==> src/rtl/mult_seq.sv <==
// Sequential shift-and-add multiplier with a valid/ready handshake on both sides.
// Signed operands are multiplied as magnitudes and the product is negated at the end.
module mult_seq #(
    parameter int WIDTH     = 4,
    parameter int SIGNED_EN = 1
) (
    input  logic               clk,
    input  logic               rst,
    input  logic               in_valid,
    output logic               in_ready,
    input  logic [WIDTH-1:0]   a,
    input  logic [WIDTH-1:0]   b,
    input  logic               signed_mode,
    output logic               out_valid,
    input  logic               out_ready,
    output logic [2*WIDTH-1:0] result,
    output logic               busy
);

    localparam int CW = $clog2(WIDTH + 1);
    localparam logic SEN = (SIGNED_EN != 0);

    typedef enum logic [1:0] {
        IDLE = 2'd0,
        CALC = 2'd1,
        DONE = 2'd2
    } state_t;

    state_t             state;
    logic [2*WIDTH-1:0] mcand;
    logic [WIDTH-1:0]   mplier;
    logic [2*WIDTH-1:0] acc;
    logic [CW-1:0]      cnt;
    logic               neg;

    logic               sgn;
    logic               a_neg;
    logic               b_neg;
    logic [WIDTH-1:0]   a_mag;
    logic [WIDTH-1:0]   b_mag;
    logic [2*WIDTH-1:0] acc_nxt;
    logic [2*WIDTH-1:0] res_nxt;
    logic               last;

    always_comb begin
        sgn   = signed_mode & SEN;
        a_neg = sgn & a[WIDTH-1];
        b_neg = sgn & b[WIDTH-1];
        // Two's-complement of the most negative value wraps to 2^(W-1),
        // which is exactly its magnitude as an unsigned W-bit number.
        a_mag = a_neg ? (~a + WIDTH'(1)) : a;
        b_mag = b_neg ? (~b + WIDTH'(1)) : b;
    end

    always_comb begin
        acc_nxt = acc;
        if (mplier[0])
            acc_nxt = acc + mcand;
        res_nxt = neg ? (~acc_nxt + (2*WIDTH)'(1)) : acc_nxt;
        last    = (cnt == CW'(WIDTH - 1));
    end

    always_ff @(posedge clk) begin
        if (rst) begin
            state     <= IDLE;
            in_ready  <= 1'b1;
            out_valid <= 1'b0;
            busy      <= 1'b0;
            result    <= '0;
            mcand     <= '0;
            mplier    <= '0;
            acc       <= '0;
            cnt       <= '0;
            neg       <= 1'b0;
        end else begin
            unique case (state)
                IDLE: begin
                    if (in_valid) begin
                        state    <= CALC;
                        in_ready <= 1'b0;
                        busy     <= 1'b1;
                        mcand    <= {{WIDTH{1'b0}}, a_mag};
                        mplier   <= b_mag;
                        neg      <= a_neg ^ b_neg;
                        acc      <= '0;
                        cnt      <= '0;
                    end
                end
                CALC: begin
                    acc    <= acc_nxt;
                    mcand  <= mcand << 1;
                    mplier <= mplier >> 1;
                    cnt    <= cnt + CW'(1);
                    if (last) begin
                        state     <= DONE;
                        out_valid <= 1'b1;
                        result    <= res_nxt;
                    end
                end
                DONE: begin
                    if (out_ready) begin
                        state     <= IDLE;
                        out_valid <= 1'b0;
                        in_ready  <= 1'b1;
                        busy      <= 1'b0;
                    end
                end
                default: begin
                    state     <= IDLE;
                    in_ready  <= 1'b1;
                    out_valid <= 1'b0;
                    busy      <= 1'b0;
                end
            endcase
        end
    end

endmodule

==> config.mk <==
export PLATFORM = sky130hd
export DESIGN_NAME = mult_seq
export DESIGN_NICKNAME = d
export VERILOG_FILES = /design/src/rtl/mult_seq.sv
export SDC_FILE = /design/constraint.sdc
export NUM_CORES = 1
export LEC_CHECK = 0
export ABC_AREA = 1
export ABC_CLOCK_PERIOD_IN_PS = 2000
export CORE_MARGIN = 5
export CORE_UTILIZATION = 50
export CTS_CLUSTER_SIZE = 14
export DETAILED_ROUTE_END_ITERATION = 10
export HOLD_SLACK_MARGIN = 0.03
export PLACE_DENSITY = 0.75
export REMOVE_ABC_BUFFERS = 1
export SLEW_MARGIN = 10
export SYNTH_ARGS = -nofsm -noshare
export SYNTH_HDL_FRONTEND = slang
export SYNTH_SLANG_ARGS = --single-unit
==> constraint.sdc <==
create_clock -name clk -period 2 [get_ports clk]
set_input_delay 0.4 -clock clk [delete_from_list [all_inputs] [get_ports clk]]
set_output_delay 0.4 -clock clk [all_outputs]
set_load 0.05 [all_outputs]
# After elaboration in Yosys (flattened, before gate mapping)
# Cells that the tools add are included.
[totals] inputBits=13 regBits=37 wordCells=61 output_inout_bits=11
[op_classes] n_mux=24 add_sub_neg=5 n_eq_ne=6 n_reduce_logical=8 n_bitwise=8
[ops] op="$mux 8" n=4
[ops] op="$pmux 8 s2" n=2
[ops] op="$mux 4" n=3
[ops] op="$pmux 1 s3" n=3
[ops] op="$reduce_and 3->1" n=3
[ops] op="$add 4x1->4 const B" n=2
[ops] op="$add 8x1->8 const B" n=1
[ops] op="$add 8x8->8" n=1
[ops] op="$not 4->4" n=2
[ops] op="$not 8->8" n=1
[ops] op="$pmux 4 s2" n=1
[ops] op="$mux 2" n=3
[ops] op="$ne 2x2->1 const B" n=3
[ops] op="$pmux 2 s3" n=1
[ops] op="$pmux 3 s2" n=1
[ops] op="$reduce_and 2->1" n=3
[ops] op="$mux 1" n=5
[ops] op="$add 3x1->3 const B" n=1
[ops] op="$eq 3x2->1 const B" n=1
[ops] op="$mux 3" n=1
[ops] op="$and 1x1->1" n=2
[ops] op="$eq 2x1->1 const B" n=1
[ops] op="$eq 2x2->1 const B" n=1
[ops] op="$logic_not 2->1" n=1
[ops] op="other kinds (3)" n=4

# Depth between registers and ports, before layout
[logic_depth] word_depth=5 mapped_depth=15 mapped_depth_nobuf=15

# Least setup slack after synthesis
# Ideal clock, no wire load.
[synth_path] path_type="flip-flop to flip-flop" startpoint="register mcand[0]" endpoint="register result[6]" path_stages_with_launch=14 arrival_ns=1.962 t_required_ns=1.886 path_slack_ns=-0.076 path_buffers=0 setup_ns=0.114 synth_period_minus_slack_ns=2.076 cell_sequence="dfxtp_1 > ha_1 > fa_1 > o21ai_4 > ha_1 > inv_1 > nor2_1 > nand3_1 > nor2_1 > nand2_1 > nand2_1 > nor2_1 > o21bai_1 > inv_1"
[synth_between] elab_chain_cells=5
[synth_lines] element="start: declaration" line_no="30" source="logic [2*WIDTH-1:0] mcand;"
[synth_lines] element="start signal: assignment" line_no="82" source="mcand <= {{WIDTH{1'b0}}, a_mag};"
[synth_lines] element="start signal: assignment" line_no="91" source="mcand <= mcand << 1;"
[synth_lines] element="$add 8x8->8 (*)" line_no="58" source="acc_nxt = acc + mcand;"
[synth_lines] element="$mux 8 (*)" line_no="57" source="if (mplier[0])"
[synth_lines] element="$not 8->8" line_no="59" source="res_nxt = neg ? (~acc_nxt + (2*WIDTH)'(1)) : acc_nxt;"
[synth_lines] element="$add 8x1->8" line_no="59"
[synth_lines] element="$mux 8 (*)" line_no="59"
[synth_lines] element="end signal: assignment" line_no="97" source="result <= res_nxt;"
[synth_lines] element="end: declaration" line_no="16" source="output logic [2*WIDTH-1:0] result,"
# Every way passes the cells marked *; elsewhere a longest branch is shown, timed or not.
# A chain may end at the register's enable or synchronous reset.

# Worst setup path in the final report
[layout_path] startpoint="register acc[0]" endpoint="register result[7]"
[layout_between] elab_chain_cells=5
[layout_lines] element="start: declaration" line_no="32" source="logic [2*WIDTH-1:0] acc;"
[layout_lines] element="start signal: assignment" line_no="90" source="acc <= acc_nxt;"
[layout_lines] element="$add 8x8->8" line_no="58"
[layout_lines] element="$mux 8 (*)" line_no="57"
[layout_lines] element="$not 8->8" line_no="59"
[layout_lines] element="$add 8x1->8" line_no="59"
[layout_lines] element="$mux 8 (*)" line_no="59"
# Marked as above.

==> results.ini <==
[run_status]
status=finished with violations
violations=setup timing

[die]
die_area_um2=5670
ios=24
die_x_um=75.3
core_area_um2=4060
dieHeight_um=75.3
rows=23
initial_core_util=0.526

[sta]
drv_slew=0
min_period_ps=2150
slew_headroom=0.661
finalHoldViolations=0
setup_viol=4
fin_skew_ps=9.01
clock.fmax_mhz=464
setup_slack_ps=-154
worst_slew_pin_slew_ps=506
fin_crit_sh=1.08
rsz0062_at_grt=yes

[placed_design]
hpwl_um=3430
place_area_um2=2490
port_buffers=23
finalWeightedCongestion=0.840

[clocking]
cts_tree=yes
ctsHoldBuffers=0
cts_buffer_depth=2
cts_max_level=2
cts.sinks=37
clk_pin_slew_ps=80
cts_inserted_buffers=5
root_buffer=clkbuf_8
clkLatencyLatePin_ps=290

[yosys]
synth_fa_ha_area_frac=0.0798
syn_area_um2=2130
synth_mux_area_frac=0
ys_ff_latch=37
synth_cell_types=30
avgSynthCellArea_um2=6.90
yosys.area_share.simple=0.307
synthCells=309
yosysWarnings=0
synth_top_family_by_area=simple AND/OR/NAND/NOR gates
synth_compound_area_frac=0.152
synth_seq_area_share=0.347
synth_xor_area_frac=0.0246

[global_route]
grt_pass1_wl_um=8140
first_global_vias=1943
grt_use_total=0.185
antenna_found_initial=0
grt_max_degree=29
grt_remaining_overflow=0

[route]
wl_met1_um=2050
viasPerCell=5.14
ant_nets=0
wl_met2_um=2490
dr.max_layer_used=met4
drc=0
vias=2052
wl_per_cell_um=12.0
firstDrtPassIters=4
wl_um=4800
wl_met3_um=212
drt-initial-drc-count=112

[final_layout]
nets=375
area_delta_synth_final_pct=24.6
num-fill-cells=360
final_util=0.655
design_area_um2=2660
antennaDiodeCount=0
layout-drive-gt1-share=0.160

[critical_path]
worstSetupStartpoint=acc[0]
required_ps=2190
cp.arrival_ps=2350
reg2reg_to=result[7]
cpPeakStageDelay_ps=480
cpMaxStageDelayCell=fa_1
crit_path_cell_trace=ha_4 > fa_1 > o21ai_4 > buf_4 > nand2_1 > nor2_2 > nand3_2 > nor2_4 > nand3_2 > nand3_1 > nand2_1 > nor2_1 > nor2_1
worstPathMaxFanout=2
r2r_cells=13
r2r_slack_ps=-150
crit_type=register to register
r2r-start=acc[0]
endpoint_kind=register
startpoint_type=register

[hold_path]
min_path_type=register to register
min_path_cells=2
hold_start=cnt[2]
whs_endpoint=cnt[2]

[run]
drv_cap=0

[power]
irDropWorstVdd_v=0.000504
power_density_nw_per_um2=717
p_leak_nw=1.21

## final cells by class
cell class	count	area, um^2	share of cell area
well taps	50	62.6	0.0235
clock inverters	1	7.51	0.00282
flip-flops and latches	37	743	0.280
clock buffers	6	82.6	0.0311
multi-input cells	227	1240	0.466
repair buffers	43	393	0.148
inverters	35	131	0.0494
## cells in the mapped netlist, drive strengths merged
cell / number / share of area
o21ai: 11 / 0.031
ha: 12 / 0.070
nand2: 93 / 0.16
inv: 35 / 0.062
xor2: 3 / 0.012
buf: 5 / 0.018
a21oi: 33 / 0.077
a21o: 1 / 0.0035
a31oi: 6 / 0.018
xnor2: 3 / 0.012
nand3b: 1 / 0.0035
or2: 4 / 0.012
o221a: 1 / 0.0053
o31ai: 2 / 0.0070
clkbuf: 5 / 0.0088
fa: 1 / 0.0094
nand3: 25 / 0.059
o211ai: 1 / 0.0035
dfxtp: 37 / 0.35
o21bai: 2 / 0.0070
nor2: 28 / 0.070
## power by group
| part | switching (mW) | total [mW] | internal [mW] |
|---|---|---|---|
| sequential | 0.0362 | 0.815 | 0.779 |
| combinational | 0.321 | 0.552 | 0.231 |
| clock | 0.267 | 0.539 | 0.272 |
## cell usage in the layout, fill, tap and decap left out, drive strengths merged, types with 3 or more instances in the layout
cell	instances
nor2	28
dfxtp	37
nand2	93
buf	20
nand3	25
or2	4
clkdlybuf4s50	23
clkbuf	6
xnor2	3
o21ai	11
xor2	3
ha	12
a31oi	6
a21oi	33
inv	35
## per-stage QoR
stage          std cells  TNS [ps]  hold WS (ps)  worst slack (ps)  total power [mW]
6_report             399      -502           463              -154              1.91
5_1_grt              399     -1140           493              -285              2.01
3_3_place_gp         386      -160           450              -118              1.32
3_5_place_dp         386      -377           453              -175              1.33
2_1_floorplan        299     -75.7           435             -75.7              1.14
4_1_cts              397      -397           464              -157              1.90
## flip-flops by register name (all words and copies together) (netlist names), 2 cells and up
signal  flops
mplier      4
cnt         3
acc         8
result      8
mcand       8
state       2
## kinds of logic (layout without fill, tap and decap cells)
family / count (synthesis) / after routing
fa+ha+maj: 13 / 13
flops: 37 / 37
compound gates: 57 / 57
buf+inv: 45 / 85
xor+xnor: 6 / 6
simple gates: 151 / 151
## timing repair
action,4_1_cts,5_1_grt
pin swaps,6,7
setup buffers,4,2
endpoints found under the setup margin,4,5
gates resized for setup,7,4
## critical path, delay by kind of cell (launching register included)
| kind | cells | cell delay, ps |
|---|---|---|
| AO/OA/AOI/OAI | 1 | 150 |
| adder cells (fa/ha/maj) | 2 | 640 |
| buffers and inverters | 1 | 130 |
| flip-flops | 1 | 340 |
| AND/OR/NAND/NOR | 9 | 790 |
## routing by layer
layer	global-route usage	up-vias
met4	0.0621	0
met3	0.0396	5
met5	0	-
met1	0.215	931
met2	0.337	37
li1	-	1079
## worst max path at each step
stage               depth (start not counted)        end
finish                                     13  result[7]
global route                               13  result[7]
CTS                                        13  result[6]
detailed placement                         13  result[6]
global placement                           13  result[6]
floorplan                                  13  result[6]
(Power assumes the default switching activity.)
